<file path="src/rtl/fft_pkg.sv">
// rtl/fft_pkg.sv - shared types and helpers for the SDF FFT sequencer
package fft_pkg;

  typedef enum logic [1:0] {
    IDLE  = 2'd0,
    FILL  = 2'd1,
    RUN   = 2'd2,
    FLUSH = 2'd3
  } state_t;

  // Number of radix-2 stages for an n-point transform.
  function automatic int num_stages(input int n);
    return $clog2(n);
  endfunction

  // Count bit that drives stage s: stage 0 follows the MSB, the last stage the LSB.
  function automatic int ctrl_bit(input int s, input int num_s);
    return num_s - 1 - s;
  endfunction

endpackage

</file>
<file path="src/rtl/fft_ctrl_dly.sv">
// rtl/fft_ctrl_dly.sv - tapped delay line of {valid, count} for stage alignment
module fft_ctrl_dly #(
  parameter int W     = 4,
  parameter int DEPTH = 5
) (
  input  logic               clk,
  input  logic               rst,
  input  logic               push_valid,
  input  logic [W-1:0]       push_cnt,
  output logic [DEPTH-1:0]   tap_valid,
  output logic [DEPTH*W-1:0] tap_cnt
);

  logic [DEPTH-1:0] v_q;
  logic [W-1:0]     c_q [DEPTH];

  // Shift the accept marker and its count one tap per cycle; bubbles carry valid=0.
  always_ff @(posedge clk or negedge rst) begin
    if (!rst) begin
      v_q <= '0;
      for (int k = 0; k < DEPTH; k++) c_q[k] <= '0;
    end else begin
      v_q    <= {v_q[DEPTH-2:0], push_valid};
      c_q[0] <= push_cnt;
      for (int k = 1; k < DEPTH; k++) c_q[k] <= c_q[k-1];
    end
  end

  assign tap_valid = v_q;

  for (genvar k = 0; k < DEPTH; k++) begin : g_tap
    assign tap_cnt[k*W +: W] = c_q[k];
  end

endmodule

</file>
<file path="src/rtl/fft_sdf_ctrl.sv">
// rtl/fft_sdf_ctrl.sv - sample/frame sequencer for a radix-2 SDF FFT pipeline
module fft_sdf_ctrl
  import fft_pkg::*;
#(
  parameter int N_POINTS  = 16,
  parameter int STAGE_LAT = 1,
  localparam int S        = num_stages(N_POINTS)
) (
  input  logic         clk,
  input  logic         rst,
  input  logic         in_valid,
  output logic         in_ready,
  input  logic         flush_req,
  output logic         zero_ins,
  output logic [S-1:0] stage_en,
  output logic [S-1:0] stage_ctrl,
  output logic         out_valid,
  output logic         out_sop,
  output logic [S-1:0] out_idx,
  output logic         flush_done,
  output logic         busy
);

  localparam int T     = S * STAGE_LAT;
  localparam int DEPTH = T + 1;
  localparam int DW    = $clog2(T + 1) + 1;

  state_t               state, state_nxt;
  logic [S-1:0]         cnt;
  logic                 primed;
  logic                 flush_pend;
  logic                 draining;
  logic [DW-1:0]        drain_cnt;
  logic [S-1:0]         ctrl_hold;
  logic [S-1:0]         cur_bit;
  logic [DEPTH-1:0]     tap_valid;
  logic [DEPTH*S-1:0]   tap_cnt;

  logic acc;
  logic cnt_zero;
  logic cnt_last;
  logic flush_last;
  logic primed_set;
  logic out_tap_v;

  assign cnt_zero   = (cnt == '0);
  assign cnt_last   = (cnt == S'(N_POINTS - 1));
  assign in_ready   = (state != FLUSH) & ~(flush_pend & cnt_zero & (state == RUN));
  assign zero_ins   = (state == FLUSH) & ~draining;
  assign acc        = (in_valid & in_ready) | zero_ins;
  assign flush_last = (state == FLUSH) & draining & (drain_cnt == DW'(T));
  assign flush_done = flush_last;
  assign busy       = (state != IDLE);

  fft_ctrl_dly #(
    .W     (S),
    .DEPTH (DEPTH)
  ) u_dly (
    .clk        (clk),
    .rst        (rst),
    .push_valid (acc),
    .push_cnt   (cnt),
    .tap_valid  (tap_valid),
    .tap_cnt    (tap_cnt)
  );

  assign out_tap_v  = tap_valid[T];
  assign out_idx    = tap_cnt[T*S +: S];
  assign primed_set = out_tap_v & (out_idx == S'(N_POINTS - 1));
  assign out_valid  = out_tap_v & primed;
  assign out_sop    = out_valid & (out_idx == '0);

  for (genvar s = 0; s < S; s++) begin : g_stage
    localparam int TAP = s * STAGE_LAT;
    localparam int CB  = ctrl_bit(s, S);
    assign stage_en[s]   = tap_valid[TAP];
    assign cur_bit[s]    = tap_cnt[TAP*S + CB];
    assign stage_ctrl[s] = stage_en[s] ? cur_bit[s] : ctrl_hold[s];
  end

  // State register.
  always_ff @(posedge clk or negedge rst) begin
    if (!rst) state <= IDLE;
    else      state <= state_nxt;
  end

  // Next-state: start on first accept, run once primed, flush at a frame boundary.
  always_comb begin
    state_nxt = state;
    case (state)
      IDLE:    if (acc) state_nxt = FILL;
      FILL:    if (primed | primed_set) state_nxt = RUN;
      RUN:     if (flush_pend & cnt_zero) state_nxt = FLUSH;
      FLUSH:   if (flush_last) state_nxt = IDLE;
      default: state_nxt = IDLE;
    endcase
  end

  // Sample counter advances on every accepted or injected sample.
  always_ff @(posedge clk or negedge rst) begin
    if (!rst)            cnt <= '0;
    else if (flush_last) cnt <= '0;
    else if (acc)        cnt <= cnt + 1'b1;
  end

  // Flush sequencing: one frame of zeros, then T+1 cycles to drain the pipe.
  always_ff @(posedge clk or negedge rst) begin
    if (!rst) begin
      draining  <= 1'b0;
      drain_cnt <= '0;
    end else if (flush_last) begin
      draining  <= 1'b0;
      drain_cnt <= '0;
    end else if (draining) begin
      drain_cnt <= drain_cnt + 1'b1;
    end else if (zero_ins & cnt_last) begin
      draining  <= 1'b1;
      drain_cnt <= '0;
    end
  end

  // primed marks that frame 1 has left the pipe; flush_pend latches a drain request.
  always_ff @(posedge clk or negedge rst) begin
    if (!rst) begin
      primed     <= 1'b0;
      flush_pend <= 1'b0;
    end else begin
      if (flush_last)      primed <= 1'b0;
      else if (primed_set) primed <= 1'b1;

      if ((state == RUN) & (state_nxt == FLUSH))
        flush_pend <= 1'b0;
      else if (flush_req & ((state == FILL) | (state == RUN)))
        flush_pend <= 1'b1;
    end
  end

  // Remember each stage's last control bit so bubbles do not disturb it.
  always_ff @(posedge clk or negedge rst) begin
    if (!rst) ctrl_hold <= '0;
    else      ctrl_hold <= stage_ctrl;
  end

endmodule

</file>
<file path="config.mk">
export PLATFORM = sky130hd
export DESIGN_NAME = fft_sdf_ctrl
export DESIGN_NICKNAME = d
export VERILOG_FILES = /design/src/rtl/fft_pkg.sv /design/src/rtl/fft_ctrl_dly.sv /design/src/rtl/fft_sdf_ctrl.sv
export SDC_FILE = /design/constraint.sdc
export NUM_CORES = 1
export LEC_CHECK = 0
export CAP_MARGIN = 20
export CORE_MARGIN = 2
export CORE_UTILIZATION = 55
export CTS_CLUSTER_DIAMETER = 30
export DETAILED_ROUTE_END_ITERATION = 10
export GPL_ROUTABILITY_DRIVEN = 0
export PLACE_DENSITY_LB_ADDON = 0.08
export SYNTH_ARGS = -nofsm -noshare
export SYNTH_HDL_FRONTEND = slang
export SYNTH_SLANG_ARGS = --single-unit
</file>
<file path="constraint.sdc">
create_clock -name clk -period 2.7 [get_ports clk]
set_input_delay 0.405 -clock clk [delete_from_list [all_inputs] [get_ports clk]]
set_output_delay 0.405 -clock clk [all_outputs]
set_load 0.01 [all_outputs]
</file>
==> metrics.md <==
| Metric | Value |
|---|---|
| Overall die area | about 0.0035 mm^2 |
| Half-perimeter wire length of the detailed placement result | 1904 um |
| Fraction of the mapped netlist area in compound gates | 11.24% |
| Type of the worst setup path | reg2out |
| Worst min path class | in2async |
| Largest net degree at the start of global routing | 43 |
| Per-instance average area after synthesis | 12.95 um^2 |
| Yosys warning count | 0 |
| Synthesized cell area | 0.001670 mm^2 |
| Worst R2R Path Depth | 6 |
| Wirelength per Cell | roughly 15 um |
| Fraction of the yosys area taken by sequential cells | ~63% |
| Slew @ Worst Pin | 0.8776 ns |
| Simple-Gate Fraction of Synth Area | 8.240% |
| Share of power burned in combinational logic | 32.7% |
| Number of endpoints with negative hold slack in the final report | 0 |
| Sw Pwr | 0.0007526 W |
| CTS Buf Count | 5 |
| Global-route wire length before repair | 4616 um |
| Internal power consumption | between 0.0015 and 0.002 W |
| Via density per instance | 5.436 |
| Post-route clock period utilization | 93.55% |
| Max-cap check violation count | 0 |
| Routed WL | about 2700 um |
| Antenna-violating nets left | 0 |
| Maximum clock frequency | 395.9 MHz |
| Worst endpoint required time | 2.30 ns |
| Timing endpoint of the critical path | in_ready |
| Most frequently used flop master after synthesis | sky130_fd_sc_hd__dfrtp_1 |
| Xor and xnor area share after synthesis | 0% |
| CTS tree | built |
| Cells traversed along the worst timing path | inv_1, ha_1, nand3_2, nor3_2, nor2_1, clkdlybuf4s50_1 |
| Capture point of the worst reg-to-reg path | cnt[2]$_DFFE_PN0P_ |
| Initial DRC Count | 11 |
| Finished Cell Area | 0.001941 mm^2 |
| Fraction of registers with async set or reset after synthesis | 100.0% |
| Drt drc | 0 |
| Vias in the first global route | 981 |
| Horizontal die dimension | around 59 um |
| Net count after synthesis | around 140 |
| Sequential Power Share | 49.7% |
| Distinct cell type count after synthesis | 33 |
| Maximum net fanout on the critical path | 6 |
| Synth-to-Final Area Change | 16.18% |
| Number of setup buffers added after CTS | 0 |
| Placed Area | 0.001854 mm^2 |
| Reg2Reg Launch Point | state[0]$_DFF_PN0_ |
| Capturing element type of the critical path | primary output |
| Peak supply drop | 0.0007997 V |
| Crit path buf inv count | 2 |
| Setup TNS | 0 ns |
| Net count reported at finish | 162 |
| Combinational family with the most area after synthesis | compound AO/OA/AOI/OAI gates |
| Share of power burned in the clock network | 17.5% |
| Standard cell core area | 0.002829 mm^2 |
| Site row count | 19 |
| Register-to-register path setup slack | roughly 0.86 ns |
| Launching instance or port of the critical path | state[0]$_DFF_PN0_ |
| Pre-Repair DR Iteration Count | 4 |
| Number of antenna violations at the first check in global routing | 0 |
| Fraction of layout instances using a drive strength above 1 | between 10% and 20% |
| Number of synthesized register bits | 42 |
| Clock tree sinks | 42 |
| Clock insertion delay at the later pin of the skew report | 0.35 ns |
| Gr usage total | 18.84% |
| Largest clock skew in the final design | ~0.011 ns |
| Input/output buffers | 21 |
| Total count of max-transition violations in the final report | 0 |
| RSZ-0062 raised after global routing | no |
| Status | finished, final reports clean |
| Crit path launch type | register |
| Number of failing setup endpoints in the final timing report | 0 |
| Total inserted antenna cells | 0 |
| Cell family with most CP delay | buffers and inverters |
| Number of enable flip-flop cells after synthesis | 0 |
| Fin crit period | 2.526 ns |
| Critical path's slowest cell | sky130_fd_sc_hd__clkdlybuf4s50_1 |
| Sw Share | ~33% |
| Worst Path Arrival | between 2 and 2.5 ns |
| Number of vias after detailed routing | 984 |
| Cell count after synthesis | 129 |
| Total grt overflow | 0 |
| Critical Path Stages | 6 |
| Largest stage delay, worst path | around 0.48 ns |
| Total power per unit cell area | 1162 mW/mm^2 |
| Mux share of post-synthesis cell area | roughly 4.6% |
| Relative max-transition margin | 41.49% |
| Vertical die dimension | between 50 and 60 um |
| LEAKAGE | 0.9029 nW |
| Starting Density | 59.04% |
| Post-synthesis share of cell area spent on full adders, half adders and majority gates | under 10% |
| # IOs | 22 |
| Clock tree buffer depth | 2 |
| H-tree levels | 2 |
| Clock Tree Root | sky130_fd_sc_hd__clkbuf_4 |
| Clock-pin slew of the registers on the worst-case setup and hold paths | between 0.1 and 0.15 ns |
[stage by stage]
step	total power, W	instances	setup WS (ns)	hold WS [ns]	utilization, %
floorplan	0.001567	129	1.064	0.1094	-
global placement	0.001834	173	0.5755	0.3315	65.55
detailed placement	0.001878	173	0.4726	0.3355	65.55
CTS	0.002286	181	0.04994	0.1734	68.42
global route	0.002440	181	0.01583	0.2084	68.60
finish	0.002255	181	0.1741	0.1668	68.60
[power by group through the flow]
stage	Combinational, W	Sequential, W	Clock [W]
after floorplan	0.000500	0.00107	0
after global placement	0.000720	0.00111	0
after detailed placement	0.000742	0.00114	0
after CTS	0.000747	0.00112	0.000414
after global routing	0.000826	0.00117	0.000442
final	0.000738	0.00112	0.000396
[flip-flops by register name, indices dropped and copies added, names as in the netlist]
register and flops:
flush_pend 1, draining 1, drain_cnt 4, ctrl_hold 4, primed 1, u_dly.tap_valid 5
state 2, u_dly.tap_cnt 20, cnt 4
[synth_stat cells, drive strengths merged (2+ instances only)]
master / instances / share of area [%]
dfrtp: 42 / 63
inv: 12 / 2.7
ha: 9 / 6.7
buf: 8 / 3.6
nand2: 7 / 1.6
o21ai: 7 / 2.1
a21oi: 6 / 1.8
mux2: 5 / 3.4
nor2: 4 / 0.90
nor3: 4 / 1.2
nand3: 3 / 1.2
a22o: 2 / 1.0
and2: 2 / 0.75
mux2i: 2 / 1.2
[timing repair]
item / 4_1_cts / 5_1_grt
hold endpoints to repair: 0 / 0
setup endpoints to repair: 0 / 1
gates resized for setup: 0 / 1
hold buffers: 0 / 0
[cells in the final DEF (no fill, tap or decap), drive strengths merged, types with 4 or more instances in the layout]
master	instances
dfrtp	42
clkdlybuf4s50	20
inv	13
ha	9
nand2	7
o21ai	7
a21oi	6
mux2	5
clkbuf	5
nor2	4
nor3	4
[cell type report]
cell class | count | area (um^2)
timing repair buffer | 21 | 205.2
clock buffer | 5 | 37.54
multi-input combinational | 67 | 519.2
sequential | 42 | 1051
inverter | 12 | 45.04
tap | 31 | 38.79
fill | 206 | 888.4
clock inverter | 3 | 43.79
[cells by family after synthesis]
group	after synthesis
AO/OA/AOI/OAI	25
adder cells (fa/ha/maj)	9
buffers and inverters	20
flip-flops	42
multiplexers	7
AND/OR/NAND/NOR	26
[metal layers]
layer  part of all wire, %  up-vias  track usage (%)
li1                      -      481                -
met1                    45      474            24.53
met2                    49       24            28.41
met3                   3.6        5            6.769
met4                   1.7        0            8.442
met5                     0        -                0
[worst min path at each step]
stage                                              end  slack (ns)                         from
after floorplan                     cnt[0]$_DFFE_PN0P_        0.11                          rst
after global placement     u_dly.tap_cnt[19]$_DFF_PN0_        0.33  u_dly.tap_cnt[15]$_DFF_PN0_
after detailed placement   u_dly.tap_cnt[15]$_DFF_PN0_        0.34  u_dly.tap_cnt[11]$_DFF_PN0_
after CTS                 u_dly.tap_valid[2]$_DFF_PN0_        0.17                          rst
after global routing      u_dly.tap_valid[2]$_DFF_PN0_        0.21                          rst
final                     u_dly.tap_valid[2]$_DFF_PN0_        0.17                          rst
Power figures use the tool's default switching activity.
